==> config.mk <==
export PLATFORM = sky130hd
export DESIGN_NAME = conv_encoder_param
export DESIGN_NICKNAME = d
export VERILOG_FILES = /design/src/rtl/conv_encoder_param.sv
export SDC_FILE = /design/constraint.sdc
export NUM_CORES = 1
export LEC_CHECK = 0
export BUFFER_PORTS_ARGS = -buffer_cell sky130_fd_sc_hd__buf_4
export CAP_MARGIN = 20
export CORE_AREA = 2 2 39 41
export CTS_BUF_LIST = sky130_fd_sc_hd__clkbuf_16
export DETAILED_ROUTE_END_ITERATION = 8
export DIE_AREA = 0 0 41 43
export PLACE_DENSITY = 0.72
export SETUP_SLACK_MARGIN = 0.3
export SLEW_MARGIN = 20
export SYNTH_ARGS = -nofsm -noshare
export SYNTH_HDL_FRONTEND = slang
export SYNTH_SLANG_ARGS = --single-unit
==> constraint.sdc <==
create_clock -name ck -period 1.8 [get_ports ck]
set_clock_uncertainty 0.1 [all_clocks]
set_input_delay 0.36 -clock ck [delete_from_list [all_inputs] [get_ports ck]]
set_output_delay 0.36 -clock ck [all_outputs]
set_load 0.02 [all_outputs]
==> src/rtl/conv_encoder_param.sv <==
// Rate-1/N convolutional encoder, constraint length K, generators G.
// Valid/ready on both sides, frame delimiting, optional zero-tail flush.
module conv_encoder_param #(
    parameter int K    = 3,
    parameter int N    = 2,
    parameter     G    = 6'b101_111,
    parameter bit TERM = 1'b1
) (
    input  logic         ck,
    input  logic         rset,
    input  logic         bin,
    input  logic         bin_valid,
    input  logic         bin_last,
    output logic         bin_ready,
    output logic [N-1:0] cout,
    output logic         cout_valid,
    output logic         cout_last,
    input  logic         cout_ready,
    output logic         busy
);

    localparam int SRW     = (K > 1) ? K - 1 : 1;
    localparam bit DO_TAIL = TERM && (K > 1);

    generate
        if ($bits(G) != N * K) begin : g_bad_width
            $fatal(1, "conv_encoder_param: width of G must be N*K");
        end
        if (K < 1 || K > 9) begin : g_bad_k
            $fatal(1, "conv_encoder_param: K out of range 1..9");
        end
        if (N < 2 || N > 4) begin : g_bad_n
            $fatal(1, "conv_encoder_param: N out of range 2..4");
        end
    endgenerate

    localparam logic [N*K-1:0] GV = G;

    typedef enum logic {
        RUN,
        FLUSH
    } state_t;

    state_t           state_q, state_d;
    logic [SRW-1:0]   sr_q, sr_d;
    logic [3:0]       cnt_q, cnt_d;
    logic [N-1:0]     cout_q, cout_d;
    logic             cv_q, cv_d;
    logic             cl_q, cl_d;
    logic             load_ok;
    logic             rdy;

    // w[0] is the current bit, w[j] the bit j steps back.
    function automatic logic [K-1:0] window(
        input logic [SRW-1:0] sr,
        input logic           u
    );
        logic [SRW:0] full;
        full = {sr, u};
        return full[K-1:0];
    endfunction

    function automatic logic [SRW-1:0] shift_in(
        input logic [SRW-1:0] sr,
        input logic           u
    );
        logic [SRW:0] full;
        full = {sr, u};
        return (K > 1) ? full[SRW-1:0] : '0;
    endfunction

    function automatic logic [N-1:0] encode(input logic [K-1:0] w);
        logic [N-1:0] r;
        r = '0;
        for (int i = 0; i < N; i++) begin
            for (int j = 0; j < K; j++) begin
                r[i] = r[i] ^ (w[j] & GV[i*K+j]);
            end
        end
        return r;
    endfunction

    always_comb begin
        load_ok = !cv_q || cout_ready;
        state_d = state_q;
        sr_d    = sr_q;
        cnt_d   = cnt_q;
        cout_d  = cout_q;
        cv_d    = cv_q;
        cl_d    = cl_q;
        rdy     = 1'b0;
        unique case (state_q)
            RUN: begin
                rdy = load_ok;
                if (bin_valid && load_ok) begin
                    cout_d = encode(window(sr_q, bin));
                    cv_d   = 1'b1;
                    sr_d   = shift_in(sr_q, bin);
                    if (bin_last && DO_TAIL) begin
                        cl_d    = 1'b0;
                        state_d = FLUSH;
                        cnt_d   = 4'(K - 1);
                    end else begin
                        cl_d = bin_last;
                    end
                end else if (load_ok) begin
                    cv_d = 1'b0;
                    cl_d = 1'b0;
                end
            end
            FLUSH: begin
                // Tail: feed zeros until the trellis is back in state 0.
                if (load_ok) begin
                    cout_d = encode(window(sr_q, 1'b0));
                    cv_d   = 1'b1;
                    sr_d   = shift_in(sr_q, 1'b0);
                    cnt_d  = cnt_q - 4'd1;
                    if (cnt_q == 4'd1) begin
                        cl_d    = 1'b1;
                        state_d = RUN;
                    end else begin
                        cl_d = 1'b0;
                    end
                end
            end
            default: ;
        endcase
    end

    always_ff @(posedge ck or posedge rset) begin
        if (rset) begin
            state_q <= RUN;
            sr_q    <= '0;
            cnt_q   <= '0;
            cout_q  <= '0;
            cv_q    <= 1'b0;
            cl_q    <= 1'b0;
        end else begin
            state_q <= state_d;
            sr_q    <= sr_d;
            cnt_q   <= cnt_d;
            cout_q  <= cout_d;
            cv_q    <= cv_d;
            cl_q    <= cl_d;
        end
    end

    assign bin_ready  = rdy && !rset;
    assign cout       = cout_q;
    assign cout_valid = cv_q;
    assign cout_last  = cl_q;
    assign busy       = (state_q == FLUSH);

endmodule

Word-level counts from Yosys, hierarchy flattened
Index checks and enable logic that the tools add are counted.

storage, ports and cells
  flip-flop bits (word level) = 11
  bits of input ports = 6
  output and inout bits = 6
  logic and storage cells = 49

operators by class
  $add $sub $neg = 1
  equality and inequality tests = 5
  mux-type cells = 24
  bitwise logic cells = 5
  reduce and logical (&&, ||, !) cells = 8

operators by type and width
  operator                                          number
  two-way mux 4 bit                                 3
  two-way mux 1 bit                                 11
  two-way mux 2 bit                                 4
  one-hot mux 2 bit (2 select lines)                2
  one-hot mux 4 bit (2 select lines)                1
  one-hot mux 1 bit (2 select lines)                3
  == test 4 x 1 -> 1 bit, second input constant     1
  != test 2 bit, second input constant              2
  AND reduction 2 bit                               2
  subtractor 4 x 1 -> 4 bit, second input constant  1
  XOR 1 bit                                         4
  != test 3 bit, second input constant              1
  AND reduction 3 bit                               1
  logical AND 1 bit                                 2
  logical NOT 1 bit                                 2
  != test 2 x 1 -> 1 bit, second input constant     1
  logical OR 1 bit                                  1
  NOT 1 bit                                         1

Depth between registers and ports, before layout
Gate-level depths: netlist (run 1).

  depth after elaboration = 5
  gate-level depth with buffers = 5
  gate-level depth less buffers = 5

Worst setup path before layout (run 1)
Ideal clock, no wire load.

  kind = register to output
  start point = reg state_q, in the netlist busy
  end point = out bin_ready
  arrival time = 1.204 ns
  required time = 1.340 ns
  setup slack = 0.136 ns
  stages on the path, launching flop included = 3
  path buffers = 1
  path through = dfrtp_1 -> buf_4 -> nor3_1

on the way
  longest elaborated chain between the ends = 2

ends and longest elaborated chain
  element                 RTL line  text
  start, declared         44        state_t state_q, state_d;
  start signal, assigned  139       state_q <= state_d;
  two-way mux 1 bit       92        unique case (state_q)
  logical AND 1 bit       148       assign bin_ready = rdy && !rset;
  end, declared           14        output logic bin_ready,

Every way passes these cells.

Final worst setup path (run 1)
  start point = reg cv_q, in the netlist cout_valid
  end point = out bin_ready

on the way
  longest elaborated chain between the ends = 4

ends and longest elaborated chain
  element                 RTL line  text
  start, declared         48        logic cv_q, cv_d;
  start signal, assigned  143       cv_q <= cv_d;
  logical NOT 1 bit       84        load_ok = !cv_q || cout_ready;
  logical OR 1 bit        84
  two-way mux 1 bit       92
  logical AND 1 bit       148

Every way passes these cells.

==> metrics.yaml, run 1 <==
status:
  status: "finished clean"
clocking:
  cts_tree: "done"
  cts_root_buffer: "clkbuf_16"
  htreeDepth: 1
  cts_buffers: 3
  worstSkewPairLatency_ps: 230
  path_clk_slew_ps: 40
  cts_buffer_depth: 2
  cts_sinks: 11
pwr:
  pwr-share-seq: 0.340
  clkPwrFrac: 0.380
  p_comb_frac: 0.279
  intPower_uw: 744
  ir_drop_mv: 0.690
  leakagePower_uw: 0.000392
  p_sw_uw: 298
  p_sw_frac: 0.286
  p_per_area_mw_per_mm2: 1290
global_routing:
  antenna_found_initial: 0
  grt_pass1_vias: 512
  grt_max_degree: 12
  gr-usage-all-layers: 0.176
  overflow: 0
  grt_pass1_wl_um: 2040
route:
  met2_length_um: 669
  avgViaCountPerCell: 5.38
  first_pass_iters: 4
  met1_length_um: 486
  drcViolationCount: 0
  via_count: 468
  drtIter0Drc: 3
  antenna_left: 0
  top_layer_used: "met4"
  wirelength_um: 1210
  routedWlPerCell_um: 13.9
  wl_met3_um: 35
place:
  place_hpwl_um: 779
  numPortBuffers: 11
  place_area_um2: 674
  place.gp.congestion: 0.723
  place_ws_ps: 354
cells_and_area:
  ff_latch_area_um2: 277
  n_antenna_cell: 0
  fillers: 114
  finish.instance_area_um2: 808
  drive_gt1_frac: 0.366
  layout_commonest_cell: "buf_4"
  multiInputGateArea_um2: 278
  final_net_count: 80
  area_growth_pct: 42.3
  final_cell_mix: "buf_4, dfrtp_1, inv_1, o21ai_1, clkbuf_16"
  fin_util: 0.584
synthesis:
  postSynthAreaPerCell_um2: 10.9
  postSynthCellCount: 52
  synthesis.area_um2: 568
  ys_seq_area_frac: 0.485
  synth_seq_cells: 11
  syn-num-nets: 60
  synth_warnings: 0
  yosysUniqueCellTypes: 29
floorplan:
  dieArea_mm2: 0.00176
  die_w_um: 41
  ios: 12
  die_y_um: 43
  coreArea_mm2: 0.00138
  rows: 14
  initial_utilization: 0.410
worst_setup_path:
  cpPeakStageDelay_ps: 370
  worstSetupPathType: "flop to output pin"
  cp_slowest_cell: "dfrtp_1"
  worst_setup_path_end_kind: "output pin"
  critPathLaunchType: "flop"
  crit_chain: "and2b_4 -> nor3_4 -> buf_6"
  worstPathMaxFanout: 2
  critical_path_arrival_ps: 1040
  required_ps: 1340
sta:
  finalSetupTns_ps: 0
  finalSetupViolations: 0
  fmax_mhz: 666
  period_needed_ps: 1500
  holdWs_ps: 39.0
  hold_viol: 0
  max-slew-margin-rel: 0.722
  fin_ws_ps: 298
  fin_crit_sh: 0.835
  worst_pin_slew_ps: 416
  drv_slew: 0
  rsz0062_at_grt: "yes"
min_path:
  hp-class: "input port to async pin"
run:
  maxCapViolCount: 0
[worst max-delay path: cells and delay by family, from the launching register on]
| kind | cells | cell delay (ps) |
|---|---|---|
| buf+inv | 1 | 140 |
| flops | 1 | 370 |
| simple gates | 2 | 300 |
[Yosys cell counts]
library cell,count,area [um^2]
inv_1,5,18.8
nand2b_4,1,13.8
a22o_1,1,8.76
nand4_1,1,6.26
nor2_1,1,3.75
and4_1,1,8.76
xnor2_1,1,8.76
ha_1,2,25.0
xnor3_1,1,22.5
nor2_2,1,6.26
o21ai_0,1,5.00
o21a_1,1,7.51
nand2b_1,2,12.5
nor3_1,2,10.0
o21ai_1,5,25.0
o221ai_1,1,8.76
o2bb2ai_1,1,8.76
or3_1,1,6.26
and2b_4,1,10.0
o21ai_2,1,8.76
dfrtp_1,11,275
a21oi_1,2,10.0
nand2_1,1,3.75
a32o_1,1,10.0
nand3_1,2,10.0
buf_4,1,7.51
mux2_1,1,11.3
nor2b_2,1,8.76
a31oi_1,1,6.26
[layer usage]
layer | vias up | GRT usage
met2 | 8 | 0.306
met1 | 232 | 0.174
met4 | 0 | 0.113
li1 | 224 | -
met3 | 4 | 0.0314
met5 | - | 0
[path summary, 6_finish.rpt]
check,startpoint,to,slack (ps),cells past startpoint
setup / recovery,cout_valid$_DFFE_PP0P_,bin_ready,300,3
hold / removal,rset,cnt_q[2]$_DFFE_PP0P_,40,2
setup reg to reg,busy$_DFF_PP0_,sr_q[1]$_DFFE_PP0P_,450,3
hold reg to reg,cout_last$_DFFE_PP0P_,cout_last$_DFFE_PP0P_,400,1
max in group asynchronous,rset,busy$_DFF_PP0_,1250,2
min in group ck,bin_valid,cout_valid$_DFFE_PP0P_,290,2
[power groups by stage]
stage / clock [uW] / sequential (uW) / combinational [uW]
after detailed placement: 0 / 370 / 244
after global routing: 417 / 361 / 338
after CTS: 401 / 355 / 293
final: 396 / 355 / 291
after global placement: 0 / 366 / 240
after floorplan: 0 / 365 / 179
[stage by stage]
step | total power [uW] | cells
after floorplan | 544 | 52
after global placement | 606 | 78
final | 1040 | 87
after CTS | 1050 | 87
after global routing | 1120 | 87
after detailed placement | 614 | 78
[kinds of logic (layout without fill, tap and decap cells)]
| kind of cell | Yosys count | after routing | synth area share |
|---|---|---|---|
| xor gates and xnor gates | 2 | 2 | 0.0551 |
| and+or+nand+nor | 15 | 15 | 0.176 |
| AOI/OAI and AO/OA | 15 | 15 | 0.174 |
| adders and majority gates | 2 | 2 | 0.0440 |
| DFF | 11 | 11 | 0.485 |
| muxes | 1 | 1 | 0.0198 |
| buffers and inverters | 6 | 25 | 0.0463 |
[sequential cells by signal (all words and copies together) (netlist names)]
| name | count |
|---|---|
| busy | 1 |
| cnt_q | 4 |
| cout | 2 |
| cout_last | 1 |
| cout_valid | 1 |
| sr_q | 2 |
[final cells by class]
type / count / share of cell area
Clock buffer: 3 / 0.0929
Clock inverter: 1 / 0.00464
Inverter: 5 / 0.0232
Multi-Input combinational cell: 35 / 0.344
Sequential cell: 11 / 0.342
Tap cell: 16 / 0.0248
Timing Repair Buffer: 16 / 0.169
[repair_timing]
action | 4_1_cts | 5_1_grt
gates resized for setup | 2 | 0
gates cloned | 0 | 0
hold buffers | 0 | 0
endpoints found under the hold margin | 0 | 0
setup buffers | 5 | 0
setup endpoints to repair | 2 | 1
Note: power is estimated with default switching activity, not from simulation.
==> run 2: changes to the inputs <==
--- a/config.mk
+++ b/config.mk
@@ -5,13 +5,14 @@
 export SDC_FILE = /design/constraint.sdc
 export NUM_CORES = 1
 export LEC_CHECK = 0
+export ABC_AREA = 1
 export BUFFER_PORTS_ARGS = -buffer_cell sky130_fd_sc_hd__buf_4
 export CAP_MARGIN = 20
 export CORE_AREA = 2 2 39 41
 export CTS_BUF_LIST = sky130_fd_sc_hd__clkbuf_16
 export DETAILED_ROUTE_END_ITERATION = 8
 export DIE_AREA = 0 0 41 43
-export PLACE_DENSITY = 0.72
+export PLACE_DENSITY = 0.71
 export SETUP_SLACK_MARGIN = 0.3
 export SLEW_MARGIN = 20
 export SYNTH_ARGS = -nofsm -noshare
==> constraint.sdc (replaced) <==
create_clock -name ck -period 1.5 [get_ports ck]
set_clock_uncertainty 0.1 [all_clocks]
set_input_delay 0.3 -clock ck [delete_from_list [all_inputs] [get_ports ck]]
set_output_delay 0.3 -clock ck [all_outputs]
set_load 0.02 [all_outputs]
==> run 2 against run 1 <==
  * The flow now finishes with violations (negative hold slack)
  * Synthesized cell count up 31%
  * Sequential power up 50%
  * Clock power up 20%
  * Combinational power rose to 3.6 times the previous value
  * Synthesized area down 1.1%
==> metrics.yaml, run 2 <==
status:
  status: "finished, violations left"
  violations: "negative hold slack"
cells_and_area:
  area_growth_pct: 66.8
  largest_reg_flops: 4
  final_net_count: 102
  drive_gt1_frac: 0.484
  n_antenna_cell: 0
  top_register: "cnt_q"
  final_cell_mix: "buf_4, nand2_1, dfrtp_1, inv_1"
  layout_commonest_cell: "buf_4"
sta:
  period_needed_ps: 1430
  finalSetupViolations: 0
  max-slew-margin-rel: 0.705
  finalSetupTns_ps: 0
  rsz0062_at_grt: "yes"
  holdWs_ps: -1.09
  hold_viol: 6
  fmax_mhz: 701
  drv_slew: 0
  fin_ws_ps: 73.4
  worst_pin_slew_ps: 442
  fin_crit_sh: 0.951
route:
  first_pass_iters: 4
  antenna_left: 0
  drtIter0Drc: 5
  wirelength_um: 1370
  avgViaCountPerCell: 4.97
  routedWlPerCell_um: 12.5
  via_count: 542
  drcViolationCount: 0
synthesis:
  ys_seq_area_frac: 0.490
  syn-num-nets: 76
  synth-compound-area-share: 0.114
  synth_xor_area_frac: 0.0156
  synth-simple-area-share: 0.249
  synth_fa_ha_area_frac: 0.0445
  synth.most_common_cell: "nand2_1"
  ys_async_sr_fraction: 1.00
  synthMuxAreaShare: 0
  synth_top_area_share: 0.490
  synth_warnings: 0
  synth_top_family_by_area: "simple AND/OR/NAND/NOR gates"
  synth.area.top_cells: "dfrtp_1, nand2_1, inv_1, nand3_1, o21ai_0"
  synthesis.area_um2: 562
  postSynthCellCount: 68
  postSynthAreaPerCell_um2: 8.26
  yosysUniqueCellTypes: 16
  ys.flop_type: "dfrtp_1"
  synth-edff-count: 0
  yosysTopAreaCell: "dfrtp_1"
  synth_commonest_cells: "nand2_1, dfrtp_1, inv_1"
  synth_seq_cells: 11
floorplan:
  initial_utilization: 0.406
  dieArea_mm2: 0.00176
  coreArea_mm2: 0.00138
  die_y_um: 43
  die_w_um: 41
  rows: 14
  ios: 12
clocking:
  path_clk_slew_ps: 40
  cts_tree: "done"
  cts_buffers: 3
  htreeDepth: 1
  cts_root_buffer: "clkbuf_16"
  worstSkewPairLatency_ps: 230
  cts_sinks: 11
  cts_buffer_depth: 2
worst_setup_path:
  critPathLaunchType: "flop"
  required_ps: 1100
  critical_path_arrival_ps: 1030
  worstSetupPathType: "flop to output pin"
  worstPathMaxFanout: 2
  worst_setup_path_end_kind: "output pin"
place:
  place_ws_ps: 198
  place_hpwl_um: 775
  place.gp.congestion: 0.772
  numPortBuffers: 11
min_path:
  hp-class: "input port to async pin"
global_routing:
  grt_pass1_vias: 502
  antenna_found_initial: 0
  gr-usage-all-layers: 0.178
  grt_pass1_wl_um: 2090
  grt_max_degree: 12
  overflow: 0
pwr:
  ir_drop_mv: 1.27
  p_per_area_mw_per_mm2: 2210
  leakagePower_uw: 0.000473
run:
  maxCapViolCount: 0
run 2: changes by cell type after synthesis, moves of 2 or more:
cell | previous run | this run
nor2_1 | 1 | 6
o21ai_0 | 1 | 6
nand2_2 | 0 | 3
o21ai_1 | 5 | 1
nand2_1 | 1 | 17
nand3_1 | 2 | 6
nand2b_1 | 2 | 0
inv_1 | 5 | 9
run 2: cells by family after synthesis:
kind of cell | count (synthesis)
simple gates | 33
compound gates | 10
fa+ha+maj | 2
xor+xnor | 1
buf+inv | 11
flops | 11
run 2: final cells by class:
| type | instances | area [um^2] |
|---|---|---|
| clock buffer | 3 | 75.1 |
| clock inverter | 1 | 3.75 |
| fill | 106 | 447 |
| inverter | 10 | 42.5 |
| multi-input combinational | 46 | 314 |
| sequential | 11 | 278 |
| tap | 16 | 20.0 |
| timing repair buffer | 22 | 204 |
run 2: final timing paths:
path / startpoint / end / slack, ps / cells after the start
max: cout_valid$_DFFE_PP0P_ / bin_ready / 70 / 4
min: rset / busy$_DFF_PP0_ / -1 / 2
max reg2reg: cout_valid$_DFFE_PP0P_ / cout[0]$_DFFE_PP0P_ / 190 / 8
min reg2reg: cout[1]$_DFFE_PP0P_ / cout[1]$_DFFE_PP0P_ / 380 / 2
max in group asynchronous: rset / cout_valid$_DFFE_PP0P_ / 970 / 2
min in group ck: bin / sr_q[0]$_DFFE_PP0P_ / 260 / 3
run 2: report_power, final:
group	internal [uW]	leakage (uW)	total, uW	switching, uW
combinational	506	0.000296	1060	556
sequential	431	0.000135	531	99.5
clock	350	0.0000423	477	128
run 2: per-layer routing:
layer / part of all wire / GRT usage / vias to the layer above / wire length [um]
met4: 0.0073 / 0.0600 / 0 / 10
met2: 0.56 / 0.309 / 11 / 768
met1: 0.39 / 0.195 / 263 / 539
met5: 0 / 0 / - / 0
li1: - / - / 266 / -
met3: 0.035 / 0.0471 / 2 / 48
run 2: timing repair:
action / CTS / global route
setup endpoints to repair: 6 / 13
hold buffers: 0 / 0
pin swaps: 7 / 6
gates resized for setup: 10 / 19
buffers inserted: 6 / 5
run 2: worst max-delay path, cell delays in order, from the launching register on:
cell     delay [ps]
dfrtp_2         420
nand2_4          90
inv_4            40
nor3_4          110
buf_6           140
run 2: through the flow:
| step | std cells | total power (uW) | utilization | cell area [um^2] | hold slack, ps |
|---|---|---|---|---|---|
| finish | 109 | 2070 | 0.677 | 937 | -1.09 |
| floorplan | 68 | 1020 | - | 581 | 52.3 |
| CTS | 104 | 1870 | 0.608 | 841 | 12.8 |
| global placement | 94 | 1160 | 0.486 | 672 | 249 |
| detailed placement | 94 | 1180 | 0.486 | 672 | 257 |
| global route | 109 | 2220 | 0.677 | 937 | 30.8 |
==> run 3: changes to the inputs <==
--- a/config.mk
+++ b/config.mk
@@ -9,7 +9,7 @@
 export BUFFER_PORTS_ARGS = -buffer_cell sky130_fd_sc_hd__buf_4
 export CAP_MARGIN = 20
 export CORE_AREA = 2 2 39 41
-export CTS_BUF_LIST = sky130_fd_sc_hd__clkbuf_16
+export CTS_BUF_LIST = sky130_fd_sc_hd__clkbuf_8
 export DETAILED_ROUTE_END_ITERATION = 8
 export DIE_AREA = 0 0 41 43
 export PLACE_DENSITY = 0.71
==> constraint.sdc (replaced) <==
create_clock -name ck -period 1.4 [get_ports ck]
set_clock_uncertainty 0.1 [all_clocks]
set_input_delay 0.28 -clock ck [delete_from_list [all_inputs] [get_ports ck]]
set_output_delay 0.28 -clock ck [all_outputs]
set_load 0.02 [all_outputs]
==> run 3 against run 2 <==
  * The flow finishes with violations (negative setup slack)
  * Worst hold slack better by 250 ps
  * Flip-flop and latch count stayed put
  * First-iteration DRC count is 60% higher
  * Sequential share of layout area is 1.6 points lower
  * Critical path type unchanged
  * Critical endpoint unchanged
  * Largest cell class unchanged
  * Highest routed layer unchanged
==> metrics.yaml, run 3 (synthesis results as in run 2) <==
status:
  status: "finished, violations left"
  violations: "negative setup slack"
cells_and_area:
  drive_gt1_frac: 0.576
  multiInputGateArea_um2: 329
  area_growth_pct: 76.6
  ff_latch_area_um2: 278
  n_antenna_cell: 0
  top_register: "cnt_q"
  fillers: 89
  final_net_count: 108
  largest_reg_flops: 4
  finish.instance_area_um2: 992
  final_cell_mix: "buf_4, buf_6, nand2_1, dfrtp_1, inv_1"
worst_setup_path:
  ff2ff_path_depth: 5
  critPathLaunchType: "flop"
  worstPathMaxFanout: 2
  worst_setup_path_end_kind: "output pin"
  worstSetupPathType: "flop to output pin"
  required_ps: 1020
  critical_path_arrival_ps: 1040
sta:
  finalSetupTns_ps: -17.3
  max-slew-margin-rel: 0.775
  worst_pin_slew_ps: 335
  fin_crit_sh: 1.01
  fmax_mhz: 706
  drv_slew: 0
  finalSetupViolations: 1
  rsz0062_at_grt: "yes"
  period_needed_ps: 1420
  hold_viol: 0
  holdWs_ps: 245
  fin_ws_ps: -17.3
clocking:
  cts_buffer_depth: 2
  worstSkewPairLatency_ps: 240
  cts_buffers: 3
  path_clk_slew_ps: 50
  cts_sinks: 11
  cts_root_buffer: "clkbuf_8"
  htreeDepth: 1
  cts_tree: "done"
min_path:
  hp-class: "input port to flop"
  hold_depth: 3
place:
  place_hpwl_um: 752
  place.gp.congestion: 0.776
  numPortBuffers: 11
  place_ws_ps: 148
  place_area_um2: 672
global_routing:
  gr-usage-all-layers: 0.193
  grt_pass1_wl_um: 2160
  overflow: 0
  grt_pass1_vias: 518
  grt_max_degree: 12
  antenna_found_initial: 0
route:
  met2_length_um: 897
  drcViolationCount: 0
  wl_met3_um: 73
  first_pass_iters: 4
  wirelength_um: 1730
  antenna_left: 0
  via_count: 591
  met1_length_um: 664
  avgViaCountPerCell: 5.14
  top_layer_used: "met4"
  drtIter0Drc: 8
  routedWlPerCell_um: 15.0
pwr:
  intPower_uw: 1350
  p_sw_frac: 0.416
  pwr-share-seq: 0.255
  p_per_area_mw_per_mm2: 2320
  p_sw_uw: 960
  fin_total_pwr_uw: 2310
  clkPwrFrac: 0.139
  ir_drop_mv: 1.18
  leakagePower_uw: 0.000494
  p_comb_frac: 0.606
run:
  maxCapViolCount: 0
floorplan:
  dieArea_mm2: 0.00176
  ios: 12
  coreArea_mm2: 0.00138
  die_w_um: 41
  initial_utilization: 0.406
  rows: 14
  die_y_um: 43
-- run 3: per-stage QoR --
stage	util	instances
floorplan	-	68
global placement	0.486	94
detailed placement	0.486	94
CTS	0.649	110
global route	0.717	115
finish	0.717	115
-- run 3: worst max-delay path, cell delays in order (launching register included) --
cell and delay, ps:
dfrtp_2 420, nand2_4 90, inv_4 40, nor3_4 110, buf_6 140
-- run 3: final cells by class --
type	count	area share
Inverter	10	0.0517
Timing Repair Buffer	28	0.271
Tap cell	16	0.0202
Multi-Input combinational cell	46	0.332
Sequential cell	11	0.280
Clock inverter	1	0.00378
Clock buffer	3	0.0416
-- run 3: layer usage --
layer	vias up	track usage
li1	278	-
met1	279	0.196
met2	24	0.322
met3	10	0.0524
met4	0	0.120
met5	-	0
-- run 3: worst paths after layout --
check                                            start                     end  slack (ps)
worst max-delay path            cout_valid$_DFFE_PP0P_               bin_ready         -20
worst min-delay path                               bin     sr_q[0]$_DFFE_PP0P_         240
worst max register to register          busy$_DFF_PP0_     cout[0]$_DFFE_PP0P_          50
worst min register to register     sr_q[0]$_DFFE_PP0P_     sr_q[0]$_DFFE_PP0P_         410
max in group asynchronous                         rset  cout_valid$_DFFE_PP0P_         490
min in group asynchronous                         rset   cout_last$_DFFE_PP0P_         510
-- run 3: timing repair --
action / CTS / global route
pin swaps: 16 / 11
setup endpoints to repair: 12 / 28
endpoints found under the hold margin: 11 / 0
gates resized for setup: 29 / 17
setup buffers: 11 / 5
hold buffers: 1 / 0
-- run 3: power by group through the flow --
stage | registers, uW | logic (uW) | clock network [uW]
final | 587 | 1400 | 321
after detailed placement | 600 | 664 | 0
after global placement | 595 | 648 | 0
after global routing | 598 | 1500 | 339
after floorplan | 618 | 474 | 0
after CTS | 572 | 1120 | 322
